<file path="config.mk">
export PLATFORM = sky130hd
export DESIGN_NAME = program_sequencer
export DESIGN_NICKNAME = d
export VERILOG_FILES = /design/src/rtl/program_sequencer.sv
export SDC_FILE = /design/constraint.sdc
export NUM_CORES = 1
export LEC_CHECK = 0
export BUFFER_PORTS_ARGS = -buffer_cell sky130_fd_sc_hd__buf_2
export CAP_MARGIN = 20
export CORE_ASPECT_RATIO = 0.7
export CORE_MARGIN = 3
export CORE_UTILIZATION = 41
export DETAILED_ROUTE_END_ITERATION = 10
export PLACE_DENSITY = 0.74
export SKIP_LAST_GASP = 1
export SYNTH_ARGS = -nofsm -noshare
export SYNTH_HDL_FRONTEND = slang
export SYNTH_SLANG_ARGS = --single-unit
</file>
<file path="constraint.sdc">
create_clock -name clk -period 1.37 [get_ports clk]
set_input_delay 0.137 -clock clk [delete_from_list [all_inputs] [get_ports clk]]
set_output_delay 0.137 -clock clk [all_outputs]
set_load 0.1 [all_outputs]
</file>
<file path="src/rtl/program_sequencer.sv">
// Program sequencer: owns the PC and picks the next program-memory address.
// Optional jump trace buffer is enabled with `define PS_JUMP_TRACE_EN.
module program_sequencer #(
    parameter int PC_WIDTH  = 8,
    parameter int CNT_WIDTH = 8
) (
    input  logic                   clk,
    input  logic                   reset_n,
    input  logic                   sync_reset,
    input  logic                   hold,
    input  logic                   jmp,
    input  logic                   jmp_nz,
    input  logic                   dont_jmp,
    input  logic [3:0]             ir_nibble,
    output logic [PC_WIDTH-1:0]    pm_addr,
    output logic [PC_WIDTH-1:0]    pc,
    output logic                   jump_taken,
    output logic [CNT_WIDTH-1:0]   jmp_count,
`ifdef PS_JUMP_TRACE_EN
    input  logic [1:0]             trace_idx,
    output logic [2*PC_WIDTH-1:0]  trace_data,
`endif
    output logic [7:0]             from_PS
);

    typedef enum logic [1:0] {
        SEL_RESTART,
        SEL_HOLD,
        SEL_JUMP,
        SEL_SEQ
    } addr_sel_e;

    addr_sel_e               sel;
    logic [PC_WIDTH-1:0]     pc_q, pc_d;
    logic [PC_WIDTH-1:0]     target;
    logic [CNT_WIDTH-1:0]    cnt_q, cnt_d;
    logic                    jump_req;

    assign target   = {ir_nibble, {(PC_WIDTH-4){1'b0}}};
    assign jump_req = jmp || (jmp_nz && !dont_jmp);

    // reset_n forces the restart path so pm_addr reads 0 during reset
    always_comb begin
        sel = SEL_SEQ;
        if (!reset_n || sync_reset) begin
            sel = SEL_RESTART;
        end else if (hold) begin
            sel = SEL_HOLD;
        end else if (jump_req) begin
            sel = SEL_JUMP;
        end
    end

    always_comb begin
        pm_addr    = pc_q + PC_WIDTH'(1);
        jump_taken = 1'b0;
        unique case (sel)
            SEL_RESTART: pm_addr = '0;
            SEL_HOLD:    pm_addr = pc_q;
            SEL_JUMP: begin
                pm_addr    = target;
                jump_taken = 1'b1;
            end
            SEL_SEQ:     pm_addr = pc_q + PC_WIDTH'(1);
            default:     pm_addr = '0;
        endcase
    end

    always_comb begin
        pc_d  = pm_addr;
        cnt_d = cnt_q;
        if (jump_taken && (cnt_q != {CNT_WIDTH{1'b1}})) begin
            cnt_d = cnt_q + CNT_WIDTH'(1);
        end
    end

    always_ff @(posedge clk or negedge reset_n) begin
        if (!reset_n) begin
            pc_q  <= '0;
            cnt_q <= '0;
        end else begin
            pc_q  <= pc_d;
            cnt_q <= cnt_d;
        end
    end

    assign pc        = pc_q;
    assign jmp_count = cnt_q;

    generate
        if (PC_WIDTH >= 8) begin : g_dbg_wide
            assign from_PS = pc_q[7:0];
        end else begin : g_dbg_narrow
            assign from_PS = {{(8-PC_WIDTH){1'b0}}, pc_q};
        end
    endgenerate

`ifdef PS_JUMP_TRACE_EN
    logic [2*PC_WIDTH-1:0] trace_q [4];
    logic [2*PC_WIDTH-1:0] trace_d [4];
    logic [1:0]            wp_q, wp_d;
    logic [1:0]            rd_idx;

    always_comb begin
        trace_d = trace_q;
        wp_d    = wp_q;
        if (jump_taken) begin
            trace_d[wp_q] = {pc_q, target};
            wp_d          = wp_q + 2'd1;
        end
    end

    always_ff @(posedge clk or negedge reset_n) begin
        if (!reset_n) begin
            for (int i = 0; i < 4; i++) begin
                trace_q[i] <= '0;
            end
            wp_q <= '0;
        end else begin
            trace_q <= trace_d;
            wp_q    <= wp_d;
        end
    end

    // wp points at the next free slot, so the newest entry is wp-1
    assign rd_idx     = wp_q - 2'd1 - trace_idx;
    assign trace_data = trace_q[rd_idx];
`endif

endmodule

</file>
==> metrics, run 1 <==
Post CTS Setup Buffer Count 10; clock sinks 16; TritonCTS buffer count 3; Yosys cell types 36; Synth top area share 0.422; count of input and output buffers 43; status stopped before the end; sequential fraction of the synthesis area 0.422; Mean Syn Cell Area 10.0 µm²; ys flop type dfrtp_1; Placed Cells incl. Taps 194; Routability Congestion 0.853; top cells by area, synth dfrtp_1 42%, buf_4 6.3%, nand3_1 4.2%, xor2_1 3.7%, mux2_2 3.6%; Post-synth EDFFs 0; Cells after Synth 95; stopping stage clock tree synthesis (4_1_cts); Post-synth ARST share 1.00; clock tree root driver cell clkbuf_4; Post-Syn Area 950 µm²; Post-DP HPWL 3300 µm; leading area contributor after synthesis dfrtp_1; Yosys warnings 0; post-CTS sizing 39; #FFs+latches synth 16; FP Rows 13; dpl ws -772 ps; Error [ERROR DPL-0038] Utilization greater than 100%, impossible to legalize; Die Ht 46.3 µm; CTS Hold Bufs 2; H-tree depth 1; initial core utilization 0.471; die width 63.5 µm; IO Pins 44; Clock Path Buffers 2; Post-Syn Nets 108
==> stage by stage <==
stage,cell area [µm²],hold slack (ps),utilization
after floorplan,1120,-159,-
after global placement,1840,68.7,0.913
after detailed placement,1840,73.9,0.913
==> cells by family after synthesis <==
family,count (synthesis),synth area share
fa+ha+maj,2,0.0263
buf+inv,11,0.0751
xor+xnor,5,0.0461
simple gates,36,0.225
flops,16,0.422
compound gates,21,0.159
mux,4,0.0461
==> Yosys cell counts, drive strengths merged, types with 2 or more instances <==
| cell type | n |
|---|---|
| dfrtp | 16 |
| buf | 8 |
| nand3 | 8 |
| nor2 | 6 |
| o21ai | 6 |
| nand2 | 5 |
| xor2 | 4 |
| a22oi | 3 |
| inv | 3 |
| mux2 | 3 |
| nor3b | 3 |
| a2111oi | 2 |
| a211oi | 2 |
| a21o | 2 |
| a21oi | 2 |
| and4 | 2 |
| ha | 2 |
| nand3b | 2 |
| or3 | 2 |
==> run 2, diff against run 1 <==
- CORE_AREA: default -> 3 3 64 66
- CORE_ASPECT_RATIO: 0.7 -> default
- CORE_MARGIN: 3 -> default
- CORE_UTILIZATION: 41 -> default
- DIE_AREA: default -> 0 0 67 69
- PLACE_DENSITY: 0.74 -> default
- PLACE_DENSITY_LB_ADDON: default -> 0.15
- clock period: 1.37 -> 1.8 ns (I/O delays scaled with it)
==> run 2 against run 1 <==
Effect of this change:
- the flow now finishes, with violations (negative setup slack)
- synthesized cell count did not move
- synthesized area unchanged
==> metrics, run 2 <==
status finished, violations left; failing checks negative setup slack; DRC viols 0; Post-synth ARST share 1.00; Pleak 0.849 nW; P&R area growth vs syn 91.0%; #FFs+latches synth 16; Post-Syn Area 950 µm²; share of layout cells above drive strength 1 0.733; count of input and output buffers 43; Clock Path Buffers 2; Final period util 1.06; largest net degree at the start of global routing 20; r2r worst-path depth 5; final slew viol count 0; skew final 5.58 ps; Worst-Margin Slew 750 ps; Routability Congestion 0.804; Hold Path Depth 3; Initial DRT Pass Iterations 4; Max-Cap Viols 0; Crit. path cell count 6; most common cell in the netlist dfrtp_1; critical path class register to primary output; vias in the first global route 1004; 1st-iter DRT viols 59; Max-slew headroom 0.499; Die Ht 69 µm; ys flop type dfrtp_1; Min Clock Period, post-route 1910 ps; crit start category register; critical path cell sequence and4_4 > buf_6 > nand4_1 > or3_4 > nand3_4 > buf_12; Synth top area share 0.422; Hold Fails Final Rpt 0; Cell Area, Placed 1530 µm²; HP Class input pin to register; detailed-route wire length per cell 13.7 µm; Yosys cell types 36; via count 1018; RSZ-0062 raised after global routing true; setup ws final -115 ps; vias per cell 4.78; fin nets 179; IO Pins 44; clock tree root driver cell clkbuf_8; final core occ 0.499; gr usage total 0.130; fin area 1810 µm²; Antenna Nets Post-Route 0; core area 3630 µm²; Die ar. 4620 µm²; Post-synth EDFFs 0; TritonCTS buffer count 3; top cells by area, synth dfrtp_1 42%, buf_4 6.3%, nand3_1 4.2%, xor2_1 3.7%, mux2_2 3.6%; nature of the critical path endpoint primary output; total congestion overflow 0; Hold WS 211 ps; sequential fraction of the synthesis area 0.422; Post-DP HPWL 2160 µm; critical path fanouts, max 3; VDD IR max 0.00113 V; first-pass GRT wire length 4690 µm; initial core utilization 0.261; n_diodes 0; fmax 0.522 GHz; leading area contributor after synthesis dfrtp_1; Routed WL 2920 µm; Post-Syn Nets 108; clk_lat worst skew 250 ps; endpoints failing setup 5; Mean Syn Cell Area 10.0 µm²; dpl ws -131 ps; H-tree depth 1; Max stage delay on crit path 400 ps; FP Rows 22; die width 67 µm; Cells after Synth 95; commonest non-fill, non-tap cell in the layout buf_2; slowest stage cell on the critical path dfrtp_2; WP data arrival 1730 ps; Buf/Inv on CP 2; clock sinks 16; most frequent cells in the layout 31 x buf_2, 24 x buf_4, 11 x dfrtp_2; CTS tree done; worst path required time 1620 ps; Power per Cell Area 784 nW/µm²; Yosys warnings 0; most common library cells after synthesis 16 x dfrtp_1, 8 x buf_4, 8 x nand3_1, 6 x nor2_1; Worst path top cell family by delay simple AND/OR/NAND/NOR gates; CTS clk-pin slew, worst paths 70 ps; initial antenna violation count 0
## run 2: cell counts after synthesis
No cell type changed its count.
## run 2: layout make-up
type                       count  area (µm²)
clock buffer                   4        45.0
timing repair buffer          74         641
fill                         350        1820
multi-input combinational     68         632
tap                           48        60.1
sequential                    16         422
inverter                       3        15.0
## run 2: power breakdown
| group | leakage, nW | internal (W) | switching (W) | total [W] |
|---|---|---|---|---|
| sequential | 0.196 | 0.000420 | 0.0000723 | 0.000492 |
| clock | 0.0228 | 0.000157 | 0.000120 | 0.000276 |
| combinational | 0.630 | 0.000143 | 0.000511 | 0.000654 |
| total | 0.849 | 0.000720 | 0.000703 | 0.00142 |
## run 2: timing repair
item | CTS | global route
hold buffers | 0 | 1
setup endpoints to repair | 6 | 7
gates resized for setup | 25 | 9
pin swaps | 9 | 5
hold endpoints to repair | 0 | 16
setup buffers | 9 | 1
## run 2: kinds of logic after synthesis
family / count (synthesis) / synth area share
simple gates: 36 / 0.225
buf+inv: 11 / 0.0751
flops: 16 / 0.422
xor+xnor: 5 / 0.0461
compound gates: 21 / 0.159
fa+ha+maj: 2 / 0.0263
mux: 4 / 0.0461
## run 2: worst reg2reg max path, delay by kind of cell, from the launching register on
family          cells  cell delay (ps)
buf+inv             1              140
flops               1              510
xor+xnor            1              190
compound gates      1              300
simple gates        2              430
## run 2: final timing paths
kind / start / to / slack, ps
max: from_PS[0] / pm_addr[7] / -110
min: sync_reset / from_PS[3] / 210
max reg2reg: jmp_count[2] / jmp_count[5] / 150
min reg2reg: jmp_count[3] / jmp_count[3] / 500
max in group asynchronous: reset_n / jmp_count[2] / 500
min in group asynchronous: reset_n / from_PS[2] / 750
## run 2: metrics by stage
step | power [W] | instances | TNS (ps)
finish | 0.00142 | 213 | -344
global placement | 0.00113 | 198 | -280
floorplan | 0.000984 | 95 | -5590
CTS | 0.00143 | 211 | -414
global route | 0.00150 | 213 | -776
detailed placement | 0.00114 | 198 | -383
## run 2: per-layer routing
layer / track usage / vias up / wire, µm
li1: - / 482 / -
met1: 0.167 / 494 / 1270
met2: 0.213 / 38 / 1400
met3: 0.0293 / 4 / 200
met4: 0.0383 / 0 / 45
met5: 0 / - / 0
Note: power is estimated with default switching activity, not from simulation.
==> run 3, diff against run 2 <==
==> constraint.sdc (replaced) <==
create_clock -name clk -period 1.8 [get_ports clk]
set_input_delay 0 -clock clk [delete_from_list [all_inputs] [get_ports clk]]
set_output_delay 0 -clock clk [all_outputs]
set_load 0.1 [all_outputs]
==> run 3 against run 2 <==
Effect of this change:
- the flow now finishes without violations
- clock-buffer cell count unchanged
- final area decreased by 16%
- via count decreased by 11%
- sequential power decreased by 0.8%
- combinational power decreased by 4.3%
- critical path depth unchanged
- clock skew decreased by 1.2 ps
- global-route usage decreased by 1.6 points
==> metrics, run 3 (synthesis results as in run 2) <==
DRC viols 0; Power per Cell Area 942 nW/µm²; Routed WL 2570 µm; Max-Cap Viols 0; detailed-route wire length per cell 13.5 µm; initial antenna violation count 0; final slew viol count 0; FF-to-FF Start jmp_count[2]; Min Clock Period, post-route 1780 ps; P&R area growth vs syn 61.0%; worst path required time 1800 ps; FP Rows 22; critical path class register to primary output; fin nets 156; Hold WS 44.1 ps; gr usage total 0.114; Hold Path Depth 3; first-pass GRT wire length 4160 µm; vias per cell 4.79; CTS clk-pin slew, worst paths 70 ps; Worst path top cell family by delay simple AND/OR/NAND/NOR gates; die width 67 µm; initial core utilization 0.261; commonest non-fill, non-tap cell in the layout buf_2; Max-slew headroom 0.672; sw frac 0.488; count of input and output buffers 43; slowest stage cell on the critical path dfrtp_2; endpoints failing setup 0; clk_lat worst skew 250 ps; Final period util 0.989; largest net degree at the start of global routing 20; Clk pwr share 0.227; switching power 0.000703 W; H-tree depth 1; Worst-Margin Slew 495 ps; Antenna Nets Post-Route 0; TritonCTS buffer count 3; Routability Congestion 0.837; status complete, no violations; critical path cell sequence and4_4 > buf_4 > nand4_1 > or3_1 > nand3_4 > buf_12; power share of the combinational group 0.434; fmax 0.562 GHz; Pleak 0.703 nW; HP Class input pin to register; nature of the critical path endpoint primary output; dpl ws 117 ps; Die Ht 69 µm; WP data arrival 1780 ps; skew final 4.35 ps; clock sinks 16; crit start category register; n_diodes 0; Clock Path Buffers 2; total congestion overflow 0; most frequent cells in the layout 34 x buf_2, 11 x dfrtp_2, 7 x buf_12; R2R Setup Slk 100 ps; Post-DP HPWL 1970 µm; vias in the first global route 867; Internal Pwr Total 0.000737 W; Max stage delay on crit path 420 ps; hold endpoint from_PS[7]; CTS tree done; Die ar. 4620 µm²; Hold Fails Final Rpt 0; 1st-iter DRT viols 34; Initial DRT Pass Iterations 4; via count 911; IO Pins 44; hold path start ir_nibble[3]; critical path fanouts, max 7; clock tree root driver cell clkbuf_8; r2r worst-path depth 4; RSZ-0062 raised after global routing true; Buf/Inv on CP 2; setup ws final 20.3 ps; Worst R2R End jmp_count[1]; core area 3630 µm²; Seq pwr share 0.339; VDD IR max 0.000978 V; share of layout cells above drive strength 1 0.606
run 3: what timing repair did:
item	in CTS	in global routing
setup endpoints to repair	2	5
buffers inserted	0	4
resized for setup	5	4
hold buffers	2	0
pin swaps	1	3
hold endpoints to repair	17	0
run 3: how the worst max path moves through the flow:
stage	startpoint	end	slack [ps]	cells after the start
finish	from_PS[3]	pm_addr[7]	20	6
global route	from_PS[2]	pm_addr[5]	-40	5
CTS	from_PS[2]	pm_addr[5]	-10	5
detailed placement	jmp_count[2]	jmp_count[1]	120	4
global placement	jmp_count[2]	jmp_count[1]	170	4
floorplan	from_PS[0]	from_PS[5]	-1110	3
run 3: area by class of cell:
cell class	instances	area (µm²)
Fill cell	368	2100
Clock buffer	4	55.1
Tap cell	48	60.1
Inverter	3	15.0
Sequential cell	16	422
Timing Repair Buffer	51	412
Multi-Input combinational cell	68	566
run 3: power by group through the flow:
stage	clock network, W	logic, W	registers [W]
after global routing	0.000354	0.000663	0.000504
after global placement	0	0.000617	0.000495
after floorplan	0	0.000159	0.000825
after CTS	0.000337	0.000624	0.000489
final	0.000327	0.000626	0.000488
after detailed placement	0	0.000617	0.000496
run 3: layer usage:
layer  track usage  up-vias  share of wire
li1              -      438              -
met1         0.147      423           0.43
met2         0.177       44           0.46
met3        0.0358        6          0.089
met4        0.0428        0          0.021
met5             0        -              0
run 3: stage by stage:
stage                util  power (W)  cell area [µm²]  std cells  TNS (ps)
floorplan               -   0.000983             1040         95     -3840
global placement    0.382    0.00111             1390        180         0
detailed placement  0.382    0.00111             1390        180         0
CTS                 0.405    0.00145             1470        186     -14.9
global route        0.421    0.00152             1530        190     -95.8
finish              0.421    0.00144             1530        190         0
run 3: tightest hold or removal path, stage by stage:
cell and delay (ps):
buf_2 90, a22oi_2 70, nand3_4 100
